File: src/rtl/apb_ahb_pkg.sv
// apb_ahb_pkg: shared codes for the APB-to-AHB-Lite bridge.
// State encoding, HTRANS/HRESP/HSIZE codes and the write-strobe sizing helper.
package apb_ahb_pkg;

  localparam logic [1:0] S_IDLE = 2'd0;
  localparam logic [1:0] S_ADDR = 2'd1;
  localparam logic [1:0] S_DATA = 2'd2;
  localparam logic [1:0] S_RESP = 2'd3;

  localparam logic [1:0] HTRANS_IDLE   = 2'b00;
  localparam logic [1:0] HTRANS_NONSEQ = 2'b10;

  localparam logic [1:0] HRESP_OKAY  = 2'b00;
  localparam logic [1:0] HRESP_ERROR = 2'b01;

  localparam logic [2:0] HSIZE_BYTE = 3'b000;
  localparam logic [2:0] HSIZE_HALF = 3'b001;
  localparam logic [2:0] HSIZE_WORD = 3'b010;

  typedef struct packed {
    logic       ok;
    logic [2:0] size;
    logic [1:0] lo;
  } strb_t;

  // Reads are always word-sized; writes map the strobe pattern to
  // a transfer size and the low address bits of the active lane(s).
  function automatic strb_t strb_chk(input logic wr, input logic [3:0] s);
    strb_t r;
    r.ok   = 1'b1;
    r.size = HSIZE_WORD;
    r.lo   = 2'd0;
    if (wr) begin
      case (s)
        4'b1111: r.size = HSIZE_WORD;
        4'b0011: r.size = HSIZE_HALF;
        4'b1100: begin r.size = HSIZE_HALF; r.lo = 2'd2; end
        4'b0001: begin r.size = HSIZE_BYTE; r.lo = 2'd0; end
        4'b0010: begin r.size = HSIZE_BYTE; r.lo = 2'd1; end
        4'b0100: begin r.size = HSIZE_BYTE; r.lo = 2'd2; end
        4'b1000: begin r.size = HSIZE_BYTE; r.lo = 2'd3; end
        default: r.ok = 1'b0;
      endcase
    end
    return r;
  endfunction

endpackage

File: src/rtl/apb_ahb_bridge_n_if.sv
// apb_ahb_bridge_n_if: APB slave side plus AHB-Lite master side of the bridge.
// master = APB master / AHB slaves view, slave = bridge view.
interface apb_ahb_bridge_n_if #(
  parameter int NSLV = 4,
  parameter int AW   = 32
);
  logic               psel;
  logic               penable;
  logic               pwrite;
  logic [AW-1:0]      paddr;
  logic [31:0]        pwdata;
  logic [3:0]         pstrb;
  logic [31:0]        prdata;
  logic               pready;
  logic               pslverr;
  logic [AW-1:0]      HADDR;
  logic               HWRITE;
  logic [2:0]         HSIZE;
  logic [2:0]         HBURST;
  logic [1:0]         HTRANS;
  logic [31:0]        HWDATA;
  logic [NSLV-1:0]    HSEL;
  logic [NSLV*32-1:0] HRDATA;
  logic [NSLV-1:0]    HREADY;
  logic [NSLV*2-1:0]  HRESP;

  modport master (
    output psel, penable, pwrite, paddr, pwdata, pstrb,
    output HRDATA, HREADY, HRESP,
    input  prdata, pready, pslverr,
    input  HADDR, HWRITE, HSIZE, HBURST, HTRANS, HWDATA, HSEL
  );

  modport slave (
    input  psel, penable, pwrite, paddr, pwdata, pstrb,
    input  HRDATA, HREADY, HRESP,
    output prdata, pready, pslverr,
    output HADDR, HWRITE, HSIZE, HBURST, HTRANS, HWDATA, HSEL
  );
endinterface

File: src/rtl/apb_ahb_decode.sv
// apb_ahb_decode: combinational priority decoder over packed BASE/MASK regions.
// Ports: addr in; hit one-hot (lowest matching index), miss when no region matches.
module apb_ahb_decode #(
  parameter int NSLV = 4,
  parameter int AW   = 32,
  parameter logic [NSLV*AW-1:0] BASE = '0,
  parameter logic [NSLV*AW-1:0] MASK = '0
) (
  input  logic [AW-1:0]   addr,
  output logic [NSLV-1:0] hit,
  output logic            miss
);

  // Scan high to low so the lowest matching index is written last.
  always_comb begin
    hit = '0;
    for (int i = NSLV - 1; i >= 0; i--) begin
      if ((addr & MASK[i*AW +: AW]) == BASE[i*AW +: AW]) begin
        hit    = '0;
        hit[i] = 1'b1;
      end
    end
  end

  assign miss = ~|hit;

endmodule

File: src/rtl/apb_ahb_bridge_n.sv
// apb_ahb_bridge_n: one APB access -> one single-beat AHB-Lite transfer to N slaves.
// Ports: clk, reset (sync, active-high), bus (apb_ahb_bridge_n_if.slave).
module apb_ahb_bridge_n #(
  parameter int NSLV = 4,
  parameter int AW   = 32,
  parameter logic [NSLV*AW-1:0] BASE = '0,
  parameter logic [NSLV*AW-1:0] MASK = '0,
  parameter int TMO  = 255
) (
  input logic clk,
  input logic reset,
  apb_ahb_bridge_n_if.slave bus
);
  import apb_ahb_pkg::*;

  logic [1:0]      state;
  logic [7:0]      cnt;
  logic [31:0]     prdata_q;
  logic            pready_q;
  logic            pslverr_q;
  logic [AW-1:0]   haddr_q;
  logic            hwrite_q;
  logic [2:0]      hsize_q;
  logic [1:0]      htrans_q;
  logic [31:0]     hwdata_q;
  logic [NSLV-1:0] hsel_q;

  logic [NSLV-1:0] hit;
  logic            miss;
  strb_t           sc;
  logic            rdy;
  logic            err;
  logic [31:0]     rdat;

  apb_ahb_decode #(
    .NSLV(NSLV), .AW(AW), .BASE(BASE), .MASK(MASK)
  ) u_dec (
    .addr(bus.paddr),
    .hit (hit),
    .miss(miss)
  );

  assign sc = strb_chk(bus.pwrite, bus.pstrb);

  // Response mux for the selected slave (HSEL is one-hot).
  always_comb begin
    rdy  = 1'b0;
    err  = 1'b0;
    rdat = '0;
    for (int i = 0; i < NSLV; i++) begin
      if (hsel_q[i]) begin
        rdy  = bus.HREADY[i];
        err  = bus.HRESP[2*i +: 2] == HRESP_ERROR;
        rdat = bus.HRDATA[32*i +: 32];
      end
    end
  end

  always_ff @(posedge clk) begin
    if (reset) begin
      state     <= S_IDLE;
      cnt       <= '0;
      prdata_q  <= '0;
      pready_q  <= 1'b0;
      pslverr_q <= 1'b0;
      haddr_q   <= '0;
      hwrite_q  <= 1'b0;
      hsize_q   <= HSIZE_WORD;
      htrans_q  <= HTRANS_IDLE;
      hwdata_q  <= '0;
      hsel_q    <= '0;
    end else begin
      pready_q <= 1'b0;
      case (state)
        S_IDLE: begin
          if (bus.psel && bus.penable) begin
            if (miss || !sc.ok) begin
              state     <= S_RESP;
              pready_q  <= 1'b1;
              pslverr_q <= 1'b1;
              prdata_q  <= '0;
            end else begin
              state    <= S_ADDR;
              hsel_q   <= hit;
              haddr_q  <= {bus.paddr[AW-1:2], sc.lo};
              hwrite_q <= bus.pwrite;
              hsize_q  <= sc.size;
              hwdata_q <= bus.pwdata;
              htrans_q <= HTRANS_NONSEQ;
            end
          end
        end
        S_ADDR: begin
          state    <= S_DATA;
          htrans_q <= HTRANS_IDLE;
          cnt      <= '0;
        end
        S_DATA: begin
          // HREADY is tested first so it wins over a same-cycle timeout.
          if (rdy) begin
            state     <= S_RESP;
            pready_q  <= 1'b1;
            pslverr_q <= err;
            prdata_q  <= hwrite_q ? 32'h0 : rdat;
            hsel_q    <= '0;
          end else if (cnt == 8'(TMO - 1)) begin
            state     <= S_RESP;
            pready_q  <= 1'b1;
            pslverr_q <= 1'b1;
            prdata_q  <= '0;
            hsel_q    <= '0;
          end else begin
            cnt <= cnt + 8'd1;
          end
        end
        default: state <= S_IDLE;
      endcase
    end
  end

  assign bus.prdata  = prdata_q;
  assign bus.pready  = pready_q;
  assign bus.pslverr = pslverr_q;
  assign bus.HADDR   = haddr_q;
  assign bus.HWRITE  = hwrite_q;
  assign bus.HSIZE   = hsize_q;
  assign bus.HBURST  = 3'b000;
  assign bus.HTRANS  = htrans_q;
  assign bus.HWDATA  = hwdata_q;
  assign bus.HSEL    = hsel_q;

endmodule

File: src/flat_wrapper.sv
// flat-port wrapper written by rule: the top's interface ports become plain ports
module apb_ahb_bridge_n_flat import apb_ahb_pkg::*;
#(
  parameter int NSLV = 4,
  parameter int AW   = 32,
  parameter logic [NSLV*AW-1:0] BASE = '0,
  parameter logic [NSLV*AW-1:0] MASK = '0,
  parameter int TMO  = 255
)
  (clk, reset, bus_psel, bus_penable, bus_pwrite, bus_paddr, bus_pwdata, bus_pstrb, bus_HRDATA, bus_HREADY, bus_HRESP, bus_prdata, bus_pready, bus_pslverr, bus_HADDR, bus_HWRITE, bus_HSIZE, bus_HBURST, bus_HTRANS, bus_HWDATA, bus_HSEL);
  apb_ahb_bridge_n_if #(.NSLV(NSLV), .AW(AW)) bus_i ();
  input logic clk;
  input logic reset;
  input wire logic [$bits(bus_i.psel)-1:0] bus_psel;
  input wire logic [$bits(bus_i.penable)-1:0] bus_penable;
  input wire logic [$bits(bus_i.pwrite)-1:0] bus_pwrite;
  input wire logic [$bits(bus_i.paddr)-1:0] bus_paddr;
  input wire logic [$bits(bus_i.pwdata)-1:0] bus_pwdata;
  input wire logic [$bits(bus_i.pstrb)-1:0] bus_pstrb;
  input wire logic [$bits(bus_i.HRDATA)-1:0] bus_HRDATA;
  input wire logic [$bits(bus_i.HREADY)-1:0] bus_HREADY;
  input wire logic [$bits(bus_i.HRESP)-1:0] bus_HRESP;
  output wire logic [$bits(bus_i.prdata)-1:0] bus_prdata;
  output wire logic [$bits(bus_i.pready)-1:0] bus_pready;
  output wire logic [$bits(bus_i.pslverr)-1:0] bus_pslverr;
  output wire logic [$bits(bus_i.HADDR)-1:0] bus_HADDR;
  output wire logic [$bits(bus_i.HWRITE)-1:0] bus_HWRITE;
  output wire logic [$bits(bus_i.HSIZE)-1:0] bus_HSIZE;
  output wire logic [$bits(bus_i.HBURST)-1:0] bus_HBURST;
  output wire logic [$bits(bus_i.HTRANS)-1:0] bus_HTRANS;
  output wire logic [$bits(bus_i.HWDATA)-1:0] bus_HWDATA;
  output wire logic [$bits(bus_i.HSEL)-1:0] bus_HSEL;
  assign bus_i.psel = bus_psel;
  assign bus_i.penable = bus_penable;
  assign bus_i.pwrite = bus_pwrite;
  assign bus_i.paddr = bus_paddr;
  assign bus_i.pwdata = bus_pwdata;
  assign bus_i.pstrb = bus_pstrb;
  assign bus_i.HRDATA = bus_HRDATA;
  assign bus_i.HREADY = bus_HREADY;
  assign bus_i.HRESP = bus_HRESP;
  assign bus_prdata = bus_i.prdata;
  assign bus_pready = bus_i.pready;
  assign bus_pslverr = bus_i.pslverr;
  assign bus_HADDR = bus_i.HADDR;
  assign bus_HWRITE = bus_i.HWRITE;
  assign bus_HSIZE = bus_i.HSIZE;
  assign bus_HBURST = bus_i.HBURST;
  assign bus_HTRANS = bus_i.HTRANS;
  assign bus_HWDATA = bus_i.HWDATA;
  assign bus_HSEL = bus_i.HSEL;
  apb_ahb_bridge_n #(.NSLV(NSLV), .AW(AW), .BASE(BASE), .MASK(MASK), .TMO(TMO)) u_core (.clk(clk), .reset(reset), .bus(bus_i));
endmodule
File: config.mk
export PLATFORM = sky130hd
export DESIGN_NAME = apb_ahb_bridge_n_flat
export DESIGN_NICKNAME = d
export VERILOG_FILES = /design/src/rtl/apb_ahb_pkg.sv /design/src/rtl/apb_ahb_bridge_n_if.sv /design/src/rtl/apb_ahb_decode.sv /design/src/rtl/apb_ahb_bridge_n.sv /design/src/flat_wrapper.sv
export SDC_FILE = /design/constraint.sdc
export NUM_CORES = 1
export LEC_CHECK = 0
export CORE_AREA = 2 2 126 128
export CTS_CLUSTER_SIZE = 28
export DETAILED_ROUTE_END_ITERATION = 8
export DIE_AREA = 0 0 128 130
export GPL_TIMING_DRIVEN = 1
export PLACE_DENSITY = 0.69
export SLEW_MARGIN = 10
export SYNTH_ARGS = -nofsm -noshare
export SYNTH_HDL_FRONTEND = slang
export SYNTH_SLANG_ARGS = --single-unit
export TNS_END_PERCENT = 20
File: constraint.sdc
create_clock -name clk -period 2.4 [get_ports clk]
set_input_delay 0.48 -clock clk [delete_from_list [all_inputs] [get_ports clk]]
set_output_delay 0.48 -clock clk [all_outputs]
set_load 0.1 [all_outputs]
* Word-level counts from Yosys, hierarchy flattened
Index checks and enable logic that the tools add are counted.
Storage, ports and cells: flip-flop bits (word level) 118, input port bits 213, output and inout port bits 111, word-level logic and storage cells 95
Operators by class: $add $sub $neg 1, equal/unequal tests 20, muxes and demuxes 48, reduce and logical (&&, ||, !) cells 15
Operator list (count):
- $mux 32 | 9
- $pmux 32 s2 | 1
- $mux 1 | 17
- $mux 4 | 4
- $mux 8 | 2
- $pmux 8 s2 | 1
- $eq 4x4->1 const B | 3
- $mux 2 | 6
- $pmux 2 s3 | 2
- $eq 2x1->1 const B | 5
- $reduce_and 3->1 | 3
- $add 8x1->8 const B | 1
- $eq 4x2->1 const B | 2
- $eq 8x8->1 const B | 1
- $pmux 2 s2 | 2
- $pmux 4 s2 | 1
- $reduce_and 4->1 | 2
- $reduce_or 7->1 | 1
- $mux 6 | 1
- $ne 2x2->1 const B | 3
- $reduce_bool 2->1 | 3
- $eq 4x1->1 const B | 1
- $eq 4x3->1 const B | 1
- $ne 2x1->1 const B | 2
- other kinds (8) | 10

* Depth between registers and ports, before layout
Gate-level depths: netlist of the first run.
word-level depth 7, mapped depth 8, mapped depth without buffers 7

* By module
Synthesis of the first run repeated with hierarchy kept, for this count alone.
Second synthesis, totals: cells, all modules 728, area, all modules 5745.5 µm²
By module, submodules not included:
- apb_ahb_bridge_n | times used 1, cells each 721, area each 5700.5 µm², sequential area each 2322.2 µm²
- apb_ahb_decode | times used 1, cells each 7, area each 45.0 µm², sequential area each 0.0 µm²

* Worst setup path before layout of the first run
OpenSTA, ideal clock, no wires.
kind reg2reg, from reg u_core.hsel_q[0], in the netlist u_core.bus.HSEL[0], to reg u_core.prdata_q[10], in the netlist u_core.bus.prdata[10], setup time 0.062 ns, data arrival time 2.041 ns, data required time 2.338 ns, path slack 0.296 ns, cell stages (with the launch flop) 6, path buffers 1, clock period less this slack 2.104 ns, cells stage by stage dfxtp_1 -> nand2_1 -> or3_1 -> nor3_4 -> buf_6 -> a22o_1
On the way: word-level cells in the longest chain between the ends 7, elaborated cells on any way between the ends 13, classes of those cells eq/ne: 1; mux: 11; reduce/logical: 1
Ends and longest elaborated chain:
- start, declared | RTL line apb_ahb_bridge_n.sv:26 | logic [NSLV-1:0] hsel_q;
- start signal, assigned | RTL line apb_ahb_bridge_n.sv:84 | hsel_q <= hit;
- $mux 32 (4 in series) | RTL line apb_ahb_bridge_n.sv:51 | if (hsel_q[i]) begin
- $mux 32 | RTL line apb_ahb_bridge_n.sv:104 | prdata_q <= hwrite_q ? 32'h0 : rdat;
- $mux 32 | RTL line apb_ahb_bridge_n.sv:100 | if (rdy) begin
- $pmux 32 s2 | RTL line apb_ahb_bridge_n.sv:74 | case (state)
- end signal, assigned | RTL line apb_ahb_bridge_n.sv:104
- end, declared | RTL line apb_ahb_bridge_n.sv:18 | logic [31:0] prdata_q;
Several ways; a longest one is shown, not always the timed one. A chain may end at the register's enable or synchronous reset.

* Worst setup path after layout of the first run
from in bus_pstrb[1], to reg u_core.pslverr_q, in the netlist u_core.bus.pslverr
On the way: word-level cells in the longest chain between the ends 6, elaborated cells on any way between the ends 12, classes of those cells eq/ne: 8; mux: 2; reduce/logical: 2
Ends and longest elaborated chain:
- start, declared | RTL line flat_wrapper.sv:19 | input wire logic [$bits(bus_i.pstrb)-1:0] bus_pstrb;
- $eq 4x4->1 (tied with other cells) | RTL line apb_ahb_pkg.sv:34 | case (s)
- $reduce_or 7->1 (no source line) *
- $mux 1 * | RTL line apb_ahb_pkg.sv:34
- $mux 6 * | RTL line apb_ahb_pkg.sv:33 | if (wr) begin
- $ne 2x2->1 (no source line) *
- $reduce_and 4->1 (no source line) *
- end signal, assigned | RTL line apb_ahb_bridge_n.sv:103 | pslverr_q <= err;
- end, declared | RTL line apb_ahb_bridge_n.sv:20 | logic pslverr_q;
Mark *: on every way between the ends. The rest lies on a longest branch, timed or not.

==> results.md, run 1 <==
* Status: finished clean
* Largest net degree at the start of global routing at just over 80
* WP data required at ~2.7 ns
* Vias/cell at between 4 and 5
* Top FF cell, synth: dfxtp_1
* Die width at about 130 um
* Seq/Total Area, Yosys at 52.8%
* Register Area at ~0.0023 mm^2
* RSZ-0062 raised after global routing: false
* Number of flops mapped to enable cells by yosys at 0
* Final Power at 6.56 mW
* Worst r2r dst: u_core.bus.prdata[10]$_SDFFE_PP0P_
* Slew Viols, Final at 0
* Routed via count at 4031
* CTS H-tree lvls at 4
* R2R depth at 7
* Root Driver: clkbuf_16
* CORE AREA at ~0.015 mm^2
* Std-Cell Rows at 46
* Multi-input gate area at approximately 0.0018 mm^2
* Crit path to: u_core.bus.pslverr$_SDFFE_PP0P_
* RD Place Congestion at just under 0.8
* FMAX at around 490 MHz
* Antenna violations before repair at 0
* Synthesized instance count at about 480
* Crit-path most repeated cell: buf_4
* Fin. Hold Viols at 0
* Clk_lat worst skew at between 0.4 and 0.5 ns
* Top Ports at about 320
* Critical Path Max Stage Delay at around 0.6 ns
* Clock-pin slew on the worst setup and hold paths at ~0.05 ns
* Finished layout cell area at approximately 0.007 mm^2
* Critical-path maximum fanout at 7
* Diodes inserted at 0
* Setup crit start: bus_pstrb[1]
* Pwr dens at around 940 mW/mm^2
* Leak at between 2 and 3 nW
* First DRT Iteration DRCs at ~170
* Max_cap viols at 0
* Clock sink count at roughly 110
* Final ANT Viol Nets at 0
* Die area at approximately 0.017 mm^2
* Cts hold-fix bufs at 0
* Critical path class: input port to register
* Routed length per instance at 13.9 um
* Min Tclk post-route at ~2.1 ns
* Post-CTS setup buffer count at 0
* Post-route core utilization at a little under half
* Vias in the first global route at between 3000 and 4000
* DP Cell Count at slightly below 900
* Post-synth cell types at between 40 and 50
* Area after DPL at approximately 0.0064 mm^2
* CP endpoint kind: register
* CTS tree: yes
* Number of remaining DRC errors at 0
* Resized cells post-CTS at 0
* Rel. slew slack at approximately 64%
* Mean post-synth cell area at 8.87 um^2
* Synth warn at 0
* Asr flop ratio synth at 0%
* Final wirelength at between 10000 and 15000 um
* Worst setup margin at 0.338 ns
* Fraction of layout instances using a drive strength above 1 at 22.2%
* First-pass GRT wire length at around 19000 um
* Worst slack at placement at -0.0978 ns
* CP Cell Sequence: clkdlybuf4s50_1 -> nor2_4 -> buf_4 -> o21ai_2 -> a31oi_1 -> buf_4 -> a2111oi_0 -> nor3_1
* Final HPWL DP at 8870 um
* Global-route usage over all layers at between 10 and 15%
* Die height at around 130 um
* Cts bufs inserted at 17
* Arrival @ worst endpoint at approximately 2.3 ns
* Slew of the pin with the lowest slew margin at 0.532 ns
* R2R Path Start: u_core.cnt[1]$_SDFFE_PP0P_
* Finished Layout Cells at 900
* Fin crit share at a little under nine tenths
* Post-synthesis sequential element count at around 110
* Clock Skews at approximately 0.0066 ns
* # nets final at around 910
* Worst hold path type: register to register
* Drt pass-1 iters at 4
* Setup violations, final at 0
* Initial Util at 27.8%
* Max Root-Sink Buffers at 2
* Max IR drop VDD at roughly 0.00048 V
* Area grow syn2layout at 62.6%
* Crit path max-delay cell type: clkdlybuf4s50_1
* R2R Setup Slk at 0.41 ns
* Startpoint types: input port
* Remaining global-route overflow at 0
* Netlist area before placement at roughly 0.0043 mm^2
* WHS at around 0.45 ns
* Setup TNS after final layout at 0 ns
* Port buffer count at about 210
* Fillers at about 1500
-- Yosys cell counts (4+ instances only) --
| master | instances | area [um^2] |
|---|---|---|
| a21oi_1 | 72 | 360 |
| or3_1 | 5 | 31.3 |
| xnor2_1 | 7 | 61.3 |
| a22o_1 | 32 | 280 |
| nand3_1 | 4 | 20.0 |
| dfxtp_1 | 113 | 2260 |
| nor3_1 | 4 | 20.0 |
| ha_1 | 6 | 75.1 |
| nor2_1 | 13 | 48.8 |
| buf_6 | 6 | 67.6 |
| clkbuf_1 | 11 | 41.3 |
| nand2_1 | 137 | 514 |
| buf_4 | 13 | 97.6 |
| buf_2 | 9 | 45.0 |
| nand2b_1 | 4 | 25.0 |
| inv_1 | 7 | 26.3 |
-- layout by cell type (no fill, tap or decap), drive strengths merged, types with 2 or more instances in the layout --
cell           count
a2111oi            2
a21oi             73
a22o              32
a31oi              2
a32o               2
buf              121
bufinv             4
clkbuf            22
clkdlybuf4s50    104
clkinv             4
conb               8
dfxtp            113
ha                 6
inv                8
nand2            137
nand2b             4
nand3              4
nand4              3
nor2              14
nor2b              2
nor3               5
nor3b              2
o211ai             2
o21ai              5
or3                5
or4                3
xnor2              7
-- per-layer routing --
layer  vias to the layer above  track usage [%]  routed length [um]
li1                       2054                -                   -
met1                      1813             18.8                5610
met2                       152             22.3                5630
met4                         0             5.04                 185
met3                        12             6.27                1080
met5                         -                0                   0
-- worst min path at each step --
stage / cells past startpoint / end / startpoint / slack [ns]
global route: 2 / u_core.bus.HADDR[24]$_SDFFE_PP0P_ / u_core.bus.HADDR[24]$_SDFFE_PP0P_ / 0.46
finish: 2 / u_core.bus.HADDR[1]$_SDFFE_PP0P_ / u_core.bus.HADDR[1]$_SDFFE_PP0P_ / 0.45
CTS: 2 / u_core.bus.HADDR[1]$_SDFFE_PP0P_ / u_core.bus.HADDR[1]$_SDFFE_PP0P_ / 0.45
floorplan: 2 / u_core.state[0]$_SDFFE_PP0P_ / u_core.state[0]$_SDFFE_PP0P_ / 0.47
global placement: 2 / u_core.bus.HADDR[1]$_SDFFE_PP0P_ / u_core.bus.HADDR[1]$_SDFFE_PP0P_ / 0.44
detailed placement: 2 / u_core.bus.HADDR[1]$_SDFFE_PP0P_ / u_core.bus.HADDR[1]$_SDFFE_PP0P_ / 0.45
-- worst max-delay path, delay by kind of cell --
family	cells	cell delay, ns
simple gates	2	0.15
buf+inv	3	0.91
compound gates	3	0.79
-- kinds of logic (layout without fill, tap and decap cells) --
logic type / count (synthesis) / count (layout) / share of synthesized area [%]
fa+ha+maj: 6 / 6 / 1.75
compound gates: 125 / 125 / 18.7
other cells: 1 / 8 / 0.0875
buf+inv: 46 / 264 / 6.48
simple gates: 184 / 184 / 18.5
xor+xnor: 7 / 7 / 1.43
mux: 1 / 1 / 0.321
flops: 113 / 113 / 52.8
-- sequential cells by signal, summed over array words and instances (netlist names) --
register            count
u_core.bus.HADDR       32
u_core.bus.HSEL         1
u_core.bus.HSIZE        2
u_core.bus.HTRANS       1
u_core.bus.HWDATA      32
u_core.bus.HWRITE       1
u_core.bus.prdata      32
u_core.bus.pready       1
u_core.bus.pslverr      1
u_core.cnt              8
u_core.state            2
-- power by group --
group	total [mW]	switching, mW	internal (mW)
combinational	1.86	1.32	0.539
sequential	2.06	0.0664	2.00
clock	2.64	0.851	1.79
-- layout make-up --
type / instances / share of cell area [%]
clock inverters: 10 / 2.24
multi-input cells: 331 / 25.6
clock buffers: 22 / 6.66
inverters: 7 / 0.377
repair buffers: 225 / 29.2
flip-flops and latches: 113 / 32.4
well taps: 192 / 3.45
Power figures use the tool's default switching activity.
==> run 2, diff against run 1 <==
--- a/config.mk
+++ b/config.mk
@@ -5,12 +5,13 @@
 export SDC_FILE = /design/constraint.sdc
 export NUM_CORES = 1
 export LEC_CHECK = 0
+export ABC_AREA = 1
 export CORE_AREA = 2 2 126 128
 export CTS_CLUSTER_SIZE = 28
 export DETAILED_ROUTE_END_ITERATION = 8
 export DIE_AREA = 0 0 128 130
 export GPL_TIMING_DRIVEN = 1
-export PLACE_DENSITY = 0.69
+export PLACE_DENSITY = 0.72
 export SLEW_MARGIN = 10
 export SYNTH_ARGS = -nofsm -noshare
 export SYNTH_HDL_FRONTEND = slang
==> results.md, run 2 <==
* Status: finished clean (unchanged)
* CORE AREA at 0.0154 mm^2 (unchanged)
* First-pass GRT wire length at 21000 um (was 19000 um)
* CP Cell Sequence: clkdlybuf4s50_1 -> nand2_1 -> nor2_1 -> nor2_1 -> nand2_2 -> nand3_2 -> buf_12 -> o21ai_0 -> nor2_1 (was clkdlybuf4s50_1 -> nor2_4 -> buf_4 -> o21ai_2 -> a31oi_1 -> buf_4 -> a2111oi_0 -> nor3_1)
* Number of remaining DRC errors at 0 (unchanged)
* Crit path max-delay cell type: clkdlybuf4s50_1 (unchanged)
* # nets final at 1087 (was 914)
* RD Place Congestion at 0.818 (was 0.782)
* RSZ-0062 raised after global routing: false (unchanged)
* Post-CTS setup buffer count at 0 (unchanged)
* Post-synth cell types at 30 (was 44)
* Largest net degree at the start of global routing at 55 (was 83)
* Antenna violations before repair at 1 (was 0)
* Most common cell after layout, fill and taps aside: nor2_1 (was nand2_1)
* Top-count cell post-synth: nor2_1 (was nand2_1)
* R2R depth at 8 (was 7)
* Number of flops mapped to enable cells by yosys at 0 (unchanged)
* Vias in the first global route at 4089 (was 3685)
* Pwr dens at 1580 mW/mm^2 (was 941 mW/mm^2)
* CTS tree: yes (unchanged)
* Die area at 0.0166 mm^2 (unchanged)
* Netlist area before placement at 0.00480 mm^2 (was 0.00429 mm^2)
* Clock sink count at 113 (unchanged)
* Std-Cell Rows at 46 (unchanged)
* Initial Util at 31.1% (was 27.8%)
* Worst slack at placement at 0.136 ns (was -0.0978 ns)
* Area grow syn2layout at 53.2% (was 62.6%)
* Area after DPL at 0.00674 mm^2 (was 0.00635 mm^2)
* Clock Skews at 0.00737 ns (was 0.00665 ns)
* Mean post-synth cell area at 7.23 um^2 (was 8.87 um^2)
* Synth area leaders: dfxtp_1 47%, nor2_1 18%, nand2_1 8.1% (was dfxtp_1 53%, nand2_1 12%, a21oi_1 8.4%)
* Clock-pin slew on the worst setup and hold paths at 0.06 ns (was 0.05 ns)
* CP endpoint kind: register (unchanged)
* Clk_lat worst skew at 0.41 ns (about the same)
* Vias/cell at 4.33 (was 4.48)
* Finished Layout Cells at 1074 (was 900)
* Final Power at 11.6 mW (was 6.56 mW)
* Yosys top cell by area: dfxtp_1 (unchanged)
* Routed length per instance at 12.8 um (was 13.9 um)
* Setup TNS after final layout at 0 ns (unchanged)
* Die width at 128 um (unchanged)
* Drt pass-1 iters at 4 (unchanged)
* Final HPWL DP at 9770 um (was 8870 um)
* Most frequent cells in the layout: 227 x nor2_1, 113 x dfxtp_1, 112 x buf_4, 105 x clkdlybuf4s50_1, 104 x nand2_1 (was 137 x nand2_1, 113 x buf_4, 113 x dfxtp_1, 104 x clkdlybuf4s50_1, 72 x a21oi_1)
* Post-route core utilization at 47.7% (was 45.2%)
* Resized cells post-CTS at 0 (unchanged)
* First DRT Iteration DRCs at 259 (was 168)
* Post-synth top area share at 47.1% (was 52.8%)
* WP data required at 2.69 ns (was 2.68 ns)
* Crit-path most repeated cell: nor2_1 (was buf_4)
* Worst hold path type: register to register (unchanged)
* Min Tclk post-route at 1.89 ns (was 2.06 ns)
* Global-route usage over all layers at 16.3% (was 14.7%)
* Top FF cell, synth: dfxtp_1 (unchanged)
* CP Buf/Inv Count at 2 (was 3)
* Arrival @ worst endpoint at 2.18 ns (was 2.34 ns)
* Worst setup margin at 0.509 ns (was 0.338 ns)
* Register Area at 0.00226 mm^2 (unchanged)
* Finished layout cell area at 0.00736 mm^2 (was 0.00697 mm^2)
* Port buffer count at 208 (unchanged)
* Synth warn at 0 (unchanged)
* Fin. Hold Viols at 0 (unchanged)
* Hold path cells at 2 (unchanged)
* Worst path depth at 9 (was 8)
* Top Ports at 324 (unchanged)
* Fin crit share at 78.8% (was 85.9%)
* Critical Path Max Stage Delay at 0.51 ns (was 0.59 ns)
* Routed via count at 4650 (was 4031)
* Largest delay share family, worst path: buffers and inverters (unchanged)
* Commonest cells post-synth: 227 x nor2_1, 113 x dfxtp_1, 104 x nand2_1 (was 137 x nand2_1, 113 x dfxtp_1, 72 x a21oi_1)
* Startpoint types: input port (unchanged)
* Leak at 3.29 nW (was 2.82 nW)
* Die height at 130 um (unchanged)
* Synthesized instance count at 664 (was 483)
* Cts hold-fix bufs at 0 (unchanged)
* Fraction of layout instances using a drive strength above 1 at 18.7% (was 22.2%)
* Max IR drop VDD at 0.000571 V (was 0.000483 V)
* Asr flop ratio synth at 0% (unchanged)
* Setup violations, final at 0 (unchanged)
* WHS at 0.465 ns (was 0.451 ns)
* Fillers at 1588 (was 1491)
* Remaining global-route overflow at 0 (unchanged)
* Cts bufs inserted at 17 (unchanged)
* Multi-input gate area at 0.00212 mm^2 (was 0.00179 mm^2)
* Max Root-Sink Buffers at 2 (unchanged)
* CTS H-tree lvls at 4 (unchanged)
* Post-synthesis sequential element count at 113 (unchanged)
* Max_cap viols at 0 (unchanged)
* Critical path class: input port to register (unchanged)
* Final ANT Viol Nets at 0 (unchanged)
* Seq/Total Area, Yosys at 47.1% (was 52.8%)
* Slew Viols, Final at 0 (unchanged)
* Final wirelength at 13700 um (was 12500 um)
* FMAX at 529 MHz (was 485 MHz)
* Root Driver: clkbuf_16 (unchanged)
* DP Cell Count at 1041 (was 868)
* Critical-path maximum fanout at 54 (was 7)
[run 2: cell count changes after synthesis, sizes merged, moves of 7 or more]
| cell | change |
|---|---|
| nand2 | -26 |
| a22o | -32 |
| o21bai | +17 |
| o21ai | +62 |
| xnor2 | -7 |
| nor2 | +216 |
| nand3 | +8 |
| inv | +30 |
| a21oi | -59 |
[run 2: path summary, 6_finish.rpt]
check,from,to,slack [ns]
setup / recovery,bus_pstrb[3],u_core.bus.HWDATA[9]$_SDFFE_PP0P_,0.51
hold / removal,u_core.bus.HADDR[1]$_SDFFE_PP0P_,u_core.bus.HADDR[1]$_SDFFE_PP0P_,0.46
setup reg to reg,u_core.state[0]$_SDFFE_PP0P_,u_core.bus.prdata[15]$_SDFFE_PP0P_,0.54
hold reg to reg,u_core.bus.HADDR[1]$_SDFFE_PP0P_,u_core.bus.HADDR[1]$_SDFFE_PP0P_,0.46
[run 2: area by class of cell]
cell class / instances / area share [%]
Inverter: 38 / 1.94
Antenna cell: 1 / 0.0340
Clock inverter: 13 / 2.19
Multi-Input combinational cell: 477 / 28.9
Clock buffer: 19 / 6.16
Timing Repair Buffer: 221 / 26.8
Sequential cell: 113 / 30.7
Tap cell: 192 / 3.26
[run 2: logic make-up after synthesis]
logic type | count (synthesis) | synth area share, %
AO/OA/AOI/OAI | 102 | 11.7
AND/OR/NAND/NOR | 359 | 30.0
other | 1 | 0.0781
adder cells (fa/ha/maj) | 6 | 1.56
buffers and inverters | 81 | 9.20
XOR/XNOR | 2 | 0.365
flip-flops | 113 | 47.1
[run 2: report_power, final]
group / leakage, nW / switching, mW / internal, mW
Sequential: 0.924 / 0.255 / 2.38
Clock: 0.291 / 0.909 / 1.68
Combinational: 2.07 / 4.93 / 1.43
[run 2: layer usage]
metal	up-vias	part of all wire [%]	GRT usage [%]
li1	2456	-	-
met1	2016	45	20.2
met2	165	43	24.9
met3	13	10	7.67
met4	0	1.3	5.75
met5	-	0	0
[run 2: tightest hold or removal path, stage by stage (launching register included)]
cell,delay [ns]
dfxtp_1,0.30
nand2_1,0.06
a21oi_1,0.05
